## src/rtl/glyph_line_prefetch_ctrl.sv

```systemverilog
`timescale 1ns/1ps
// glyph_line_prefetch_ctrl: button debounce, per-region glyph selectors, and a
// horizontal-blanking prefetch of the next glyph row into a ping-pong line buffer.
module glyph_line_prefetch_ctrl #(
    parameter int unsigned VTime     = 523,
    parameter int unsigned FontHTime = 150,
    parameter int unsigned DebCycles = 250000
) (
    input  logic                 Clk,
    input  logic                 Reset,
    input  logic [3:0]           Letra,
    input  logic                 LineStart,
    input  logic [10:0]          Fila,
    input  logic [10:0]          Columna,
    output logic                 RomReq,
    output logic [13:0]          RomAddr,
    input  logic [FontHTime-1:0] RomData,
    input  logic                 RomValid,
    output logic                 Pixel,
    output logic [15:0]          Selector,
    output logic                 Busy,
    output logic                 Overrun
);

    localparam int unsigned N_GLYPH    = 4;
    localparam int unsigned ROW_W      = 11;
    localparam int unsigned COL_W      = 11;
    localparam int unsigned ADDR_ROW_W = 10;
    localparam int unsigned BIT_W      = $clog2(FontHTime);
    localparam int unsigned CNT_W      = $clog2(DebCycles + 1);

    localparam logic [1:0] ST_IDLE = 2'd0;
    localparam logic [1:0] ST_REQ  = 2'd1;
    localparam logic [1:0] ST_WAIT = 2'd2;

    // Debounce state
    logic [3:0]       sync1;
    logic [3:0]       sync2;
    logic [3:0]       armed;
    logic [3:0]       press_c;
    logic [CNT_W-1:0] deb_cnt [N_GLYPH];

    // Fetch state
    logic [1:0]            state;
    logic [1:0]            next_state;
    logic [1:0]            idx;
    logic [1:0]            idx_nxt_c;
    logic [15:0]           snap;
    logic [ADDR_ROW_W-1:0] row;
    logic [ADDR_ROW_W-1:0] next_row_c;
    logic [ROW_W-1:0]      fila_inc_c;
    logic [3:0]            next_glyph_c;
    logic                  rom_done_c;
    logic                  front_sel;
    logic                  complete;
    logic [FontHTime-1:0]  line_buf [2][N_GLYPH];

    // Pixel lookup
    logic [COL_W-1:0] col_off_c;
    logic [1:0]       region_c;
    logic [BIT_W-1:0] bitpos_c;
    logic             pix_c;

    // A press fires on the DebCycles-th consecutive low sample of an armed button
    always_comb begin
        press_c = '0;
        for (int k = 0; k < N_GLYPH; k++) begin
            press_c[k] = armed[k] & ~sync2[k] & (deb_cnt[k] == CNT_W'(DebCycles - 1));
        end
    end

    // Synchronise buttons and count stable-low samples; re-arm on any high sample
    always_ff @(posedge Clk) begin
        if (Reset) begin
            sync1 <= '1;
            sync2 <= '1;
            armed <= '0;
            for (int k = 0; k < N_GLYPH; k++) deb_cnt[k] <= '0;
        end else begin
            sync1 <= Letra;
            sync2 <= sync1;
            for (int k = 0; k < N_GLYPH; k++) begin
                if (sync2[k]) begin
                    deb_cnt[k] <= '0;
                    armed[k]   <= 1'b1;
                end else if (armed[k]) begin
                    if (press_c[k]) begin
                        deb_cnt[k] <= '0;
                        armed[k]   <= 1'b0;
                    end else begin
                        deb_cnt[k] <= deb_cnt[k] + CNT_W'(1);
                    end
                end
            end
        end
    end

    // Each accepted press advances its region's glyph selector, wrapping at 16
    always_ff @(posedge Clk) begin
        if (Reset) begin
            Selector <= '0;
        end else begin
            for (int k = 0; k < N_GLYPH; k++) begin
                if (press_c[k]) Selector[k*4 +: 4] <= Selector[k*4 +: 4] + 4'd1;
            end
        end
    end

    // Row to prefetch, next glyph of the snapshot, and ROM completion strobe
    always_comb begin
        fila_inc_c   = Fila + ROW_W'(1);
        next_row_c   = (fila_inc_c == ROW_W'(VTime)) ? '0 : ADDR_ROW_W'(fila_inc_c);
        idx_nxt_c    = idx + 2'd1;
        next_glyph_c = snap[{idx_nxt_c, 2'b00} +: 4];
        rom_done_c   = (state == ST_WAIT) && RomValid;
    end

    // FSM state register
    always_ff @(posedge Clk) begin
        if (Reset) state <= ST_IDLE;
        else       state <= next_state;
    end

    // FSM next state; LineStart always (re)starts the fetch at glyph 0
    always_comb begin
        next_state = state;
        case (state)
            ST_IDLE: next_state = ST_IDLE;
            ST_REQ:  next_state = ST_WAIT;
            ST_WAIT: if (RomValid) next_state = (idx == 2'd3) ? ST_IDLE : ST_REQ;
            default: next_state = ST_IDLE;
        endcase
        if (LineStart) next_state = ST_REQ;
    end

    // Fetch datapath: snapshot, address generation, buffer writes, swap and overrun
    always_ff @(posedge Clk) begin
        if (Reset) begin
            RomReq    <= 1'b0;
            RomAddr   <= '0;
            Busy      <= 1'b0;
            Overrun   <= 1'b0;
            idx       <= '0;
            snap      <= '0;
            row       <= '0;
            front_sel <= 1'b0;
            complete  <= 1'b0;
            for (int b = 0; b < 2; b++) begin
                for (int g = 0; g < N_GLYPH; g++) line_buf[b][g] <= '0;
            end
        end else begin
            RomReq <= (next_state == ST_REQ);
            Busy   <= (next_state != ST_IDLE);
            if (LineStart) begin
                if (state != ST_IDLE) Overrun <= 1'b1;
                if (complete) front_sel <= ~front_sel;
                complete <= 1'b0;
                snap     <= Selector;
                row      <= next_row_c;
                idx      <= '0;
                RomAddr  <= {Selector[3:0], next_row_c};
            end else if (rom_done_c) begin
                line_buf[~front_sel][idx] <= RomData;
                if (idx == 2'd3) begin
                    complete <= 1'b1;
                end else begin
                    idx     <= idx_nxt_c;
                    RomAddr <= {next_glyph_c, row};
                end
            end
        end
    end

    // Locate region and bit within the front buffer for the current column
    always_comb begin
        col_off_c = Columna - COL_W'(FontHTime);
        region_c  = '0;
        bitpos_c  = '0;
        pix_c     = 1'b0;
        if ((Columna >= COL_W'(FontHTime)) && (Columna < COL_W'(5 * FontHTime)) &&
            (Fila < ROW_W'(VTime))) begin
            for (int r = 0; r < N_GLYPH; r++) begin
                if ((col_off_c >= COL_W'(r * FontHTime)) &&
                    (col_off_c < COL_W'((r + 1) * FontHTime))) begin
                    region_c = 2'(r);
                    bitpos_c = BIT_W'(col_off_c - COL_W'(r * FontHTime));
                end
            end
            pix_c = line_buf[front_sel][region_c][bitpos_c];
        end
    end

    // Registered video pixel
    always_ff @(posedge Clk) begin
        if (Reset) Pixel <= 1'b0;
        else       Pixel <= pix_c;
    end

endmodule
```

## config.mk

```make
export PLATFORM = sky130hd
export DESIGN_NAME = glyph_line_prefetch_ctrl
export DESIGN_NICKNAME = d
export VERILOG_FILES = /design/src/rtl/glyph_line_prefetch_ctrl.sv
export SDC_FILE = /design/constraint.sdc
export NUM_CORES = 2
export LEC_CHECK = 0
export CAP_MARGIN = 20
export CORE_MARGIN = 2
export CORE_UTILIZATION = 40
export CTS_BUF_LIST = sky130_fd_sc_hd__clkbuf_16
export DETAILED_ROUTE_END_ITERATION = 8
export DONT_BUFFER_PORTS = 1
export PLACE_DENSITY = 0.63
export SYNTH_ARGS = -nofsm -noshare
export SYNTH_HDL_FRONTEND = slang
export SYNTH_SLANG_ARGS = --single-unit
```

## constraint.sdc

```tcl
create_clock -name Clk -period 7.41 [get_ports Clk]
set_clock_uncertainty 0.1 [all_clocks]
set_input_delay 1.482 -clock Clk [delete_from_list [all_inputs] [get_ports Clk]]
set_output_delay 1.482 -clock Clk [all_outputs]
set_load 0.02 [all_outputs]
```

==> results.toml <==
[run_status]
status = "finished clean"

[cells_and_area]
final_util = 0.446
fillCellCount = 13600
area_growth_pct = 10.7
layout-drive-gt1-share = 0.129
nNetsFinal = 4378

[setup_path]
slowest_delay_ns = 0.74
cp_cell_sequence = "ha_1, o21ai_2, xnor2_1, a21oi_2, o31ai_2, o2111ai_2, a32oi_4, buf_4, mux4_2, a221oi_1, a21oi_1, a221oi_1, a211o_1, o311a_1, o21ai_1"
critPathCaptureType = "flop"
crit_arrival_ns = 6.72
crit_top_cell = "a221oi_1"
cp-start-kind = "primary input"
worstPathRequired_ns = 7.98
r2r_end = "Pixel"
path_class = "primary input to flop"
rrSetupSlack_ns = 3.04
cp_max_fo = 46
cpMaxStageDelayCell = "o31ai_2"
rr_worst_depth = 10

[worst_hold_path]
hold_class = "flop to flop"
hold_end = "sync2[3]"
min_from = "sync1[3]"
min_delay_path_depth = 1

[logic_synthesis]
synth_edf_count = 1272
synth.distinct_cells = 87
yosys.area_share.xor_xnor = 0.0129
yosys_warnings = 0
synth_top_family_by_area = "simple AND/OR/NAND/NOR gates"
ys_ff_latch = 1351
syn_avg_cell_area_um2 = 14.3
synthSimpleGateAreaFrac = 0.139
yosysMostFrequentCell = "edfxtp_1"
synth_top_cell_area_share = 0.623
synth_fp_nets = 4500
synthCells = 4294
synth.largest_area_cell = "edfxtp_1"
synthFlopType = "edfxtp_1"
synthTopCellsByCount = "edfxtp_1, and3_1, clkbuf_1"
synth_area_um2 = 61300
synth_mux_area_frac = 0.111
yosys-top-cells-area = "edfxtp_1, and3_1, mux4_2, mux2i_1, dfxtp_1"
ys_seq_area_frac = 0.649
synth_compound_area_frac = 0.0565
synthArstFlopShare = 0
synthAdderAreaFrac = 0.00531

[cts]
post_cts_buffers = 0
cts_inserted_buffers = 145
root_buffer = "clkbuf_16"
cts_tree = "yes"
worstSkewPairLatency_ns = 0.78
max-clock-path-buffers = 3
path_clk_slew_ns = 0.06
cts_resized = 0
cts_max_level = 4
clock_sinks = 1351
hold_buffers = 0

[floorplanning]
dieArea_um2 = 156000
num_io_pins = 214
die_w_um = 395
coreArea_um2 = 152000
initial_utilization = 0.403
rows = 143
die_h_um = 395

[detailed_routing]
dr.pass1.iters = 5
final_antenna_net_count = 0
met2WireLength_um = 86200
wl_um = 183000
wl_per_cell_um = 28.9
dr.max_layer_used = "met5"
wl_met1_um = 72800
via_per_inst = 6.09
vias = 38400
drc = 0
wl_met3_um = 18600
drt_iter0_markers = 4065

[sta]
tns_ns = 0
slew_viol_final = 0
tightest_slew_ns = 1.15
finalCritPeriodShare = 0.830
relSlewSlack = 0.231
setup_viol = 0
rsz0062_at_grt = "no"
min_period_ns = 6.15
max_freq_ghz = 0.163
hold_viol = 0

[global_routing]
grt_overflow_total = 0
grt_max_degree = 246
antenna_found_initial = 10
grt_pass1_wl_um = 267000
grtUsageTotal = 0.230
grt_pass1_vias = 38900

[job]
maxCapViolCount = 0

[power_and_ir_drop]
powerDensity_nw_per_um2 = 245
peakVddDrop_mv = 0.173
leakagePower_nw = 25.8

[placed_design]
io_buffer_count = 0
gp_congestion = 0.890
dp_hpwl_um = 105000
through the flow:
| step | power (mW) | hold slack, ns | setup WS (ns) | area, um2 | std cells |
|---|---|---|---|---|---|
| after floorplan | 9.50 | 0.289 | 1.22 | 61300 | 4294 |
| after global placement | 9.94 | 0.292 | 0.614 | 63400 | 6055 |
| after detailed placement | 9.96 | 0.295 | 0.591 | 63400 | 6055 |
| after CTS | 16.7 | 0.309 | 1.40 | 67900 | 6312 |
| after global routing | 17.1 | 0.320 | 1.10 | 67900 | 6312 |
| final | 16.6 | 0.309 | 1.26 | 67900 | 6315 |
layer usage:
metal	vias up	global-route usage
met1	19800	0.303
li1	16600	-
met3	302	0.0639
met2	1829	0.369
met5	-	0
met4	6	0.0676
cell type report:
cell class / count / area, um2 / share of cell area
inverter: 26 / 97.6 / 0.00144
multi-input combinational: 2559 / 20100 / 0.296
timing repair buffer: 89 / 906 / 0.0133
clock inverter: 111 / 764 / 0.0113
tap: 2030 / 2540 / 0.0374
antenna: 3 / 7.51 / 0.000111
clock buffer: 146 / 3650 / 0.0538
sequential: 1351 / 39800 / 0.586
cells by family after synthesis:
| group | after synthesis |
|---|---|
| and+or+nand+nor | 1507 |
| DFF | 1351 |
| muxes | 451 |
| buffers and inverters | 384 |
| AOI/OAI and AO/OA | 485 |
| adders and majority gates | 26 |
| xor gates and xnor gates | 90 |
critical path: cells and delay by family:
| kind | cells | cell delay [ns] |
|---|---|---|
| AO/OA/AOI/OAI | 11 | 3.30 |
| buffers and inverters | 1 | 0.67 |
| adder cells (fa/ha/maj) | 1 | 0.45 |
| XOR/XNOR | 1 | 0.36 |
| multiplexers | 1 | 0.40 |
state kept, by name, indices dropped and copies added (netlist names), 2 cells and up, named ones only:
register and cells:
snap 16, armed 4, sync2 4, deb_cnt 72
row 10, sync1 4, RomAddr 14, state 2
idx 2, line_buf 1200, Selector 16
cells in the final DEF, fill, tap and decap left out, types with 8 or more instances in the layout:
master     Yosys  final
ha_1          26     22
nor4_1        14     13
buf_12         0     19
o22ai_1       42     42
nand2_1      137    135
xor2_1        49     49
o21ai_0       48     47
mux2_2        32     32
mux4_2       182    182
or3_1         15     15
a21oi_1      101    101
o211ai_1      25     25
a2111oi_0     11     11
o31ai_1       10     10
inv_1         26     67
nor2_1       218    213
o221ai_1      36     36
and3_1       773    773
mux2i_1      237    237
buf_4         16     70
a22oi_1       29     29
dfxtp_1       79     78
clkinv_2       0     17
nor2b_1        9      9
a221oi_1      14     14
nor3_1        47     47
clkinv_1       0     26
and2_1       161    160
xnor2_1       41     41
or2_2         11     11
nand4_1       30     30
nor3b_1        8      8
clkbuf_16      0    146
a21o_4         0      8
edfxtp_1    1272   1272
o211a_1        9      9
a211oi_1      37     37
nand3_1       54     54
a31oi_1       22     22
how the worst max path moves through the flow:
stage	from	endpoint	slack, ns	depth (start not counted)
floorplan	LineStart	line_buf[1][150]	1.22	4
global placement	Columna[1]	Pixel	0.61	15
detailed placement	Columna[1]	Pixel	0.59	15
CTS	Columna[1]	Pixel	1.40	15
global route	Columna[1]	Pixel	1.10	15
finish	Columna[1]	Pixel	1.26	15
where the power goes:
group	internal [mW]	switching [mW]
clock network	3.74	3.08
logic	0.358	0.824
registers	8.56	0.0791
Note: power is estimated with default switching activity, not from simulation.
